## src/rtl/kamus_dmem_ctrl.sv

```systemverilog
// LSU-to-data-bus request controller: one access in flight, 3-cycle accept-to-response on a zero-wait bus.
// LSU is only granted in IDLE; bus requests hold stable until dmem_gnt_i; a watchdog bounds stalls.
package kamus_pkg;
    typedef enum logic [1:0] {
        MEM_B = 2'b00,
        MEM_H = 2'b01,
        MEM_W = 2'b10
    } mem_width_t;
endpackage

module kamus_dmem_ctrl
    import kamus_pkg::*;
#(
    parameter int unsigned TIMEOUT_CYCLES = 255
) (
    input  logic        clk_i,
    input  logic        rst_i,
    input  logic        lsu_req_i,
    input  logic        lsu_we_i,
    input  logic [31:0] lsu_addr_i,
    input  logic [31:0] lsu_wdata_i,
    input  mem_width_t  lsu_width_i,
    input  logic        lsu_unsigned_i,
    output logic        lsu_gnt_o,
    output logic        lsu_rvalid_o,
    output logic [31:0] lsu_rdata_o,
    output logic        lsu_err_o,
    output logic        lsu_busy_o,
    output logic        dmem_req_o,
    output logic        dmem_we_o,
    output logic [31:0] dmem_addr_o,
    output logic [3:0]  dmem_be_o,
    output logic [31:0] dmem_wdata_o,
    input  logic        dmem_gnt_i,
    input  logic        dmem_rvalid_i,
    input  logic [31:0] dmem_rdata_i,
    input  logic        dmem_err_i
);

    typedef enum logic [1:0] {
        S_IDLE,
        S_REQ,
        S_WAIT,
        S_RESP
    } state_t;

    localparam bit          LP_WD_EN   = (TIMEOUT_CYCLES != 0);
    localparam logic [15:0] LP_TO_LAST = LP_WD_EN ? 16'(TIMEOUT_CYCLES - 1) : 16'd0;

    state_t      r_state;
    state_t      w_next;
    logic        r_we;
    logic        r_unsigned;
    mem_width_t  r_width;
    logic [1:0]  r_off;
    logic [31:0] r_addr;
    logic [31:0] r_wdata;
    logic [3:0]  r_be;
    logic [31:0] r_rdata;
    logic        r_err;
    logic [15:0] r_cnt;

    logic        w_accept;
    logic        w_illegal;
    logic [3:0]  w_be;
    logic [1:0]  w_off;
    logic [31:0] w_wdata_sh;
    logic [31:0] w_shifted;
    logic [31:0] w_load;
    logic        w_timeout;

    assign w_off      = lsu_addr_i[1:0];
    assign w_accept   = (r_state == S_IDLE) & lsu_req_i & ~rst_i;
    assign w_wdata_sh = lsu_wdata_i << {w_off, 3'b000};
    assign w_shifted  = dmem_rdata_i >> {r_off, 3'b000};
    // Counter starts at 0 in the first REQ cycle, so LP_TO_LAST marks the last allowed cycle.
    assign w_timeout  = LP_WD_EN && (r_cnt >= LP_TO_LAST);

    always_comb begin
        w_illegal = 1'b0;
        w_be      = 4'b0000;
        case (lsu_width_i)
            MEM_B: w_be = 4'b0001 << w_off;
            MEM_H: begin
                w_be      = 4'b0011 << w_off;
                w_illegal = w_off[0];
            end
            MEM_W: begin
                w_be      = 4'b1111;
                w_illegal = |w_off;
            end
            default: w_illegal = 1'b1;
        endcase
    end

    always_comb begin
        w_load = w_shifted;
        case (r_width)
            MEM_B:   w_load = {{24{~r_unsigned & w_shifted[7]}}, w_shifted[7:0]};
            MEM_H:   w_load = {{16{~r_unsigned & w_shifted[15]}}, w_shifted[15:0]};
            default: w_load = w_shifted;
        endcase
    end

    always_comb begin
        w_next = r_state;
        case (r_state)
            S_IDLE: if (w_accept) w_next = w_illegal ? S_RESP : S_REQ;
            S_REQ: begin
                if (dmem_gnt_i)     w_next = S_WAIT;
                else if (w_timeout) w_next = S_RESP;
            end
            S_WAIT: begin
                if (dmem_rvalid_i)  w_next = S_RESP;
                else if (w_timeout) w_next = S_RESP;
            end
            S_RESP:  w_next = S_IDLE;
            default: w_next = S_IDLE;
        endcase
    end

    always_ff @(posedge clk_i or posedge rst_i) begin
        if (rst_i) r_state <= S_IDLE;
        else       r_state <= w_next;
    end

    always_ff @(posedge clk_i or posedge rst_i) begin
        if (rst_i) begin
            r_we       <= 1'b0;
            r_unsigned <= 1'b0;
            r_width    <= MEM_B;
            r_off      <= 2'b00;
            r_addr     <= '0;
            r_wdata    <= '0;
            r_be       <= '0;
            r_rdata    <= '0;
            r_err      <= 1'b0;
            r_cnt      <= '0;
        end else begin
            case (r_state)
                S_IDLE: begin
                    if (w_accept) begin
                        r_we       <= lsu_we_i;
                        r_unsigned <= lsu_unsigned_i;
                        r_width    <= lsu_width_i;
                        r_off      <= w_off;
                        r_addr     <= {lsu_addr_i[31:2], 2'b00};
                        r_wdata    <= w_wdata_sh;
                        r_be       <= w_be;
                        r_rdata    <= '0;
                        r_err      <= w_illegal;
                        r_cnt      <= '0;
                    end
                end
                S_REQ: begin
                    if (LP_WD_EN) r_cnt <= r_cnt + 16'd1;
                    if (!dmem_gnt_i && w_timeout) r_err <= 1'b1;
                end
                S_WAIT: begin
                    if (LP_WD_EN) r_cnt <= r_cnt + 16'd1;
                    if (dmem_rvalid_i) begin
                        r_rdata <= (r_we | dmem_err_i) ? 32'd0 : w_load;
                        r_err   <= dmem_err_i;
                    end else if (w_timeout) begin
                        r_err <= 1'b1;
                    end
                end
                default: ;
            endcase
        end
    end

    assign lsu_gnt_o    = w_accept;
    assign lsu_rvalid_o = (r_state == S_RESP);
    assign lsu_rdata_o  = r_rdata;
    assign lsu_err_o    = r_err;
    assign lsu_busy_o   = (r_state != S_IDLE);
    assign dmem_req_o   = (r_state == S_REQ);
    assign dmem_we_o    = r_we;
    assign dmem_addr_o  = r_addr;
    assign dmem_be_o    = r_be;
    assign dmem_wdata_o = r_wdata;

endmodule

```

## config.mk

```make
export PLATFORM = sky130hd
export DESIGN_NAME = kamus_dmem_ctrl
export DESIGN_NICKNAME = d
export VERILOG_FILES = /design/src/rtl/kamus_dmem_ctrl.sv
export SDC_FILE = /design/constraint.sdc
export NUM_CORES = 1
export LEC_CHECK = 0
export CAP_MARGIN = 20
export CORE_UTILIZATION = 40
export CTS_CLUSTER_DIAMETER = 40
export DETAILED_ROUTE_END_ITERATION = 10
export HOLD_SLACK_MARGIN = 0.08
export PLACE_DENSITY = 0.76
export SETUP_SLACK_MARGIN = 0.1
export SKIP_LAST_GASP = 1
export SYNTH_ARGS = -nofsm -noshare
export SYNTH_HDL_FRONTEND = slang
export SYNTH_SLANG_ARGS = --single-unit
```

## constraint.sdc

```tcl
create_clock -name clk_i -period 4.7 [get_ports clk_i]
set_input_delay 0.705 -clock clk_i [delete_from_list [all_inputs] [get_ports clk_i]]
set_output_delay 0.705 -clock clk_i [all_outputs]
set_load 0.005 [all_outputs]
```

After elaboration in Yosys (flattened, before gate mapping)
Cells that the tools add are included.

Logic and storage cells: 69. Output and inout port bits: 106. Bits of input ports: 106. Flip-flop bits (word level): 123.

Reduce and logical (&&, ||, !) cells: 15. Add/sub/neg operators: 1. Equality and inequality tests: 10. Bitwise logic cells: 7. Shifts and indexed selects: 4. Muxes and demuxes: 20. $lt $le $gt $ge: 1.

Operators by type and width (count): one-hot mux 32 bit (2 select lines) (2); two-way mux 32 bit (3); one-hot mux 16 bit (2 select lines) (1); left shift 32 x 5 -> 32 bit (1); right shift 32 x 5 -> 32 bit (1); adder 16 x 1 -> 16 bit (second input constant) (1); greater-or-equal comparator 16 x 8 -> 1 bit (second input constant) (1); two-way mux 16 bit (1); one-hot mux 4 bit (3 select lines) (1); two-way mux 2 bit (5); one-hot mux 2 bit (4 select lines) (1); == test 2 x 1 -> 1 bit (second input constant) (3); == test 2 bit (second input constant) (3); logical NOT 2 bit (3); one-hot mux 1 bit (3 select lines) (2); nonzero test 2 bit (3); bitwise AND 1 bit (4); two-way mux 1 bit (4); != test 2 bit (second input constant) (2); AND reduction 2 bit (2); AND reduction 4 bit (1); OR reduction 2 bit (2); left shift 1 x 2 -> 4 bit (first input constant) (1); left shift 2 x 2 -> 4 bit (first input constant) (1); 8 further kinds (9).

Logic depth before layout (Yosys ltp)
Depth after elaboration: 6. Depth in mapped cells: 8. Depth with buffers taken out: 8.

Worst setup path before layout
OpenSTA, ideal clock, no wires.

Path type: reg-to-output. Start point: reg r_state[0]. End point: out lsu_gnt_o. Arrival time: 1.347 ns. Slack: 2.648 ns. Cell stages (with the launch flop): 6. Data required time: 3.995 ns. Path buffers: 1. Path through: dfrtp_1 -> inv_1 -> ha_1 -> nand3b_1 -> inv_2 -> buf_1.

Word-level cells in the longest chain between the ends: 3.

Ends and longest elaborated chain: start, declared (line 50) `state_t r_state;`; start signal, assigned (line 124) `else r_state <= w_next;`; logical NOT 2 bit (line 73) `assign w_accept = (r_state == S_IDLE) & lsu_req_i & ~rst_i;`; bitwise AND 1 bit (2 in series) (line 73); end, declared (line 24) `output logic lsu_gnt_o,`.

Every way passes these cells.

Final worst setup path
Start point: reg r_state[1]. End point: out lsu_gnt_o.

Same word-level chain as after synthesis.

==> flow_metrics.tcl <==
set metrics [dict create \
    status "finished, final reports clean" \
    worst_clock_skew_ns 0.00997 \
    fin_crit_sh 0.686 \
    synth_async_sr_flop_share 1.00 \
    drive_above_1_share 0.0762 \
    totalWireLength_um 16900 \
    worst_hold_path.num_cells 2 \
    required_ns 3.99 \
    cp-end-kind "primary output" \
    postRouteAntennaNets 0 \
    startpoint_type "register" \
    post_cts_resized 0 \
    die_area_um2 15700 \
    core_area_um2 14600 \
    worst_ir_drop_vdd_uv 303 \
    timing.critical_path.depth 5 \
    crit_fanout 25 \
    worstPathCellList "inv_1, ha_1, nand3b_1, inv_2, clkdlybuf4s50_1" \
    postLayoutCoreUtil 0.605 \
    worst_slew_pin_slew_ns 0.928 \
    finalHoldViolations 0 \
    num-nets-final 966 \
    worstRegToRegCells 5 \
    yosys.area.top_type "sky130_fd_sc_hd__dfrtp_1" \
    portBuffers 209 \
    number_of_buffers_created_by_cts 17 \
    post-route-min-period_ns 3.22 \
    synth_area_leaders "sky130_fd_sc_hd__dfrtp_1 (51%), sky130_fd_sc_hd__nand2_1 (13%), sky130_fd_sc_hd__mux2i_1 (5.3%), sky130_fd_sc_hd__o21ai_0 (3.6%), sky130_fd_sc_hd__mux2_2 (3.0%)" \
    rows 44 \
    timing.setup.tns_ns 0 \
    relSlewSlack 0.382 \
    drc 0 \
    synthDominantCellAreaShare 0.507 \
    max_clock_freq_ghz 0.310 \
    cts_setup_buffers 0 \
    clkLatencyLatePin_ns 0.41 \
    synth.lib_cells_used.distinct 49 \
    die_h_um 125 \
    cts_max_path_bufs 2 \
    synth_commonest_cells "sky130_fd_sc_hd__nand2_1 (203), sky130_fd_sc_hd__dfrtp_1 (123), sky130_fd_sc_hd__o21ai_0 (44), sky130_fd_sc_hd__nor2_1 (34)" \
    place_hpwl_um 11700 \
    cp-startpoint "r_state[1]" \
    rsz_0062_raised_after_global_routing "false" \
    die_width_um 125 \
    gate_count_post_synth 659 \
    cts_max_level 4 \
    cp_slowest_cell "sky130_fd_sc_hd__clkdlybuf4s50_1" \
    final_report_max_slew_violation_count 0 \
    grt_remaining_overflow 0 \
    rr_startpoint "r_off[1]" \
    synthesis.yosys.warnings 0 \
    numClockSinks 123 \
    critPathKind "register to primary output" \
    syn_avg_cell_area_um2 9.20 \
    path_clk_slew_ns 0.06 \
    worst-endpoint-arrival_ns 2.52 \
    area_of_the_mapped_netlist_um2 6070 \
    i_o_pins 212 \
    hold_path.class "register to register" \
    worst_path_max_stage_delay_ns 0.64 \
    timing.critical_path.buf_inv 3 \
    yosysSeqAreaShare 0.507 \
    postSynth.topFlopCell "sky130_fd_sc_hd__dfrtp_1" \
    cts_tree "built" \
    routed_wire_length_per_instance_um 16.0 \
    grt_antenna_before_repair 1 \
    n_antenna_cell 0 \
    hold_path_startpoint "dmem_wdata_o[6]" \
    grt_first_pass_wirelength_um 27600 \
    start_util 0.414 \
    postCtsHoldBufs 0 \
    power-per-cell-area_nw_per_um2 577 \
    max_cap_viol_count 0 \
    cpLargestDelayFamily "buffers and inverters" \
    routabilityCongestion 0.833 \
    clock-root-buffer "sky130_fd_sc_hd__clkbuf_16" \
    setup-violations-final 0 \
    flow.area_growth_from_synthesis_pct 46.2 \
    nFillCells 1238 \
    synth-edff-count 0 \
    total_leakage_power_nw 4.02 \
    post_drt_via_cell_ratio 5.19 \
    vias 5446 \
    synth_seq_cells 123 \
    largest_net_degree_at_the_start_of_global_routing 94 \
    gr_util_all_layers 0.225 \
    dr.first_iter.drc_count 379 \
    first_pass_detailed_route_iteration_total 7 \
    synth_most_common_cell "sky130_fd_sc_hd__nand2_1" \
    grt_pass1_vias 5248 \
]
final cells by class:
| type | count | area [µm²] | area share |
|---|---|---|---|
| Clock buffer | 21 | 480 | 0.0542 |
| Clock inverter | 11 | 118 | 0.0133 |
| Inverter | 13 | 51.3 | 0.00579 |
| Multi-Input combinational cell | 482 | 2750 | 0.310 |
| Sequential cell | 123 | 3080 | 0.347 |
| Tap cell | 184 | 230 | 0.0260 |
| Timing Repair Buffer | 216 | 2160 | 0.243 |
state kept, by name, indices dropped and copies added (netlist names), 2 cells and up:
name / flops
dmem_addr_o: 30
dmem_be_o: 4
dmem_wdata_o: 32
lsu_rdata_o: 32
r_cnt: 16
r_off: 2
r_state: 2
r_width: 2
tightest hold or removal path: stages (launching register included):
cell and delay, ns:
sky130_fd_sc_hd__dfrtp_1 0.34, sky130_fd_sc_hd__nand2_1 0.05, sky130_fd_sc_hd__nand2_1 0.05
kinds of logic (layout without fill, tap and decap cells):
logic type	after synthesis	count (layout)	synth area share
flip-flops	123	123	0.507
multiplexers	50	50	0.0885
buffers and inverters	55	261	0.0396
adder cells (fa/ha/maj)	7	7	0.0144
other	1	2	0.000618
AO/OA/AOI/OAI	129	129	0.138
AND/OR/NAND/NOR	285	285	0.198
XOR/XNOR	9	9	0.0130
cell usage in the layout, fill, tap and decap left out, types with 13 or more instances in the layout:
master                            Yosys  final
sky130_fd_sc_hd__a221o_1             16     16
sky130_fd_sc_hd__a21oi_1             32     32
sky130_fd_sc_hd__nor2_1              34     34
sky130_fd_sc_hd__nand2_1            203    203
sky130_fd_sc_hd__dfrtp_1            123    123
sky130_fd_sc_hd__o21ai_0             44     44
sky130_fd_sc_hd__clkdlybuf4s50_1      0    209
sky130_fd_sc_hd__mux2i_1             32     32
sky130_fd_sc_hd__nand3_1             13     13
sky130_fd_sc_hd__mux2_2              16     16
sky130_fd_sc_hd__clkbuf_16            0     17
power breakdown:
| group | switching (mW) | leakage, nW | total, mW | internal (mW) |
|---|---|---|---|---|
| sequential | 0.296 | 1.61 | 1.76 | 1.46 |
| clock | 0.472 | 0.295 | 1.30 | 0.833 |
| combinational | 0.938 | 2.11 | 2.05 | 1.12 |
| total | 1.71 | 4.02 | 5.12 | 3.41 |
worst paths after layout:
check	end	slack (ns)
setup / recovery	lsu_gnt_o	1.48
hold / removal	dmem_wdata_o[6]	0.47
setup reg to reg	lsu_rdata_o[19]	1.81
hold reg to reg	dmem_wdata_o[6]	0.47
max in group asynchronous	lsu_rdata_o[17]	3.01
min in group asynchronous	r_cnt[1]	0.92
stage by stage:
stage | instance area (µm²) | worst slack, ns | hold WS, ns | instances | total power [mW]
after CTS | 8870 | 1.46 | 0.475 | 1050 | 5.16
after global routing | 8870 | 1.29 | 0.486 | 1050 | 5.45
after detailed placement | 8270 | 1.46 | 0.462 | 1018 | 3.83
final | 8870 | 1.48 | 0.466 | 1050 | 5.12
after floorplan | 6070 | 0.724 | 0.463 | 660 | 2.71
after global placement | 8270 | 1.49 | 0.451 | 1018 | 3.79
per-layer routing:
layer | vias to the layer above | wire, µm | GRT usage
met1 | 2569 | 7430 | 0.289
met3 | 27 | 1500 | 0.0852
met5 | - | 0 | 0
li1 | 2634 | - | -
met2 | 216 | 7610 | 0.347
met4 | 0 | 311 | 0.0782
No activity file was read; power rests on OpenSTA's default activity.
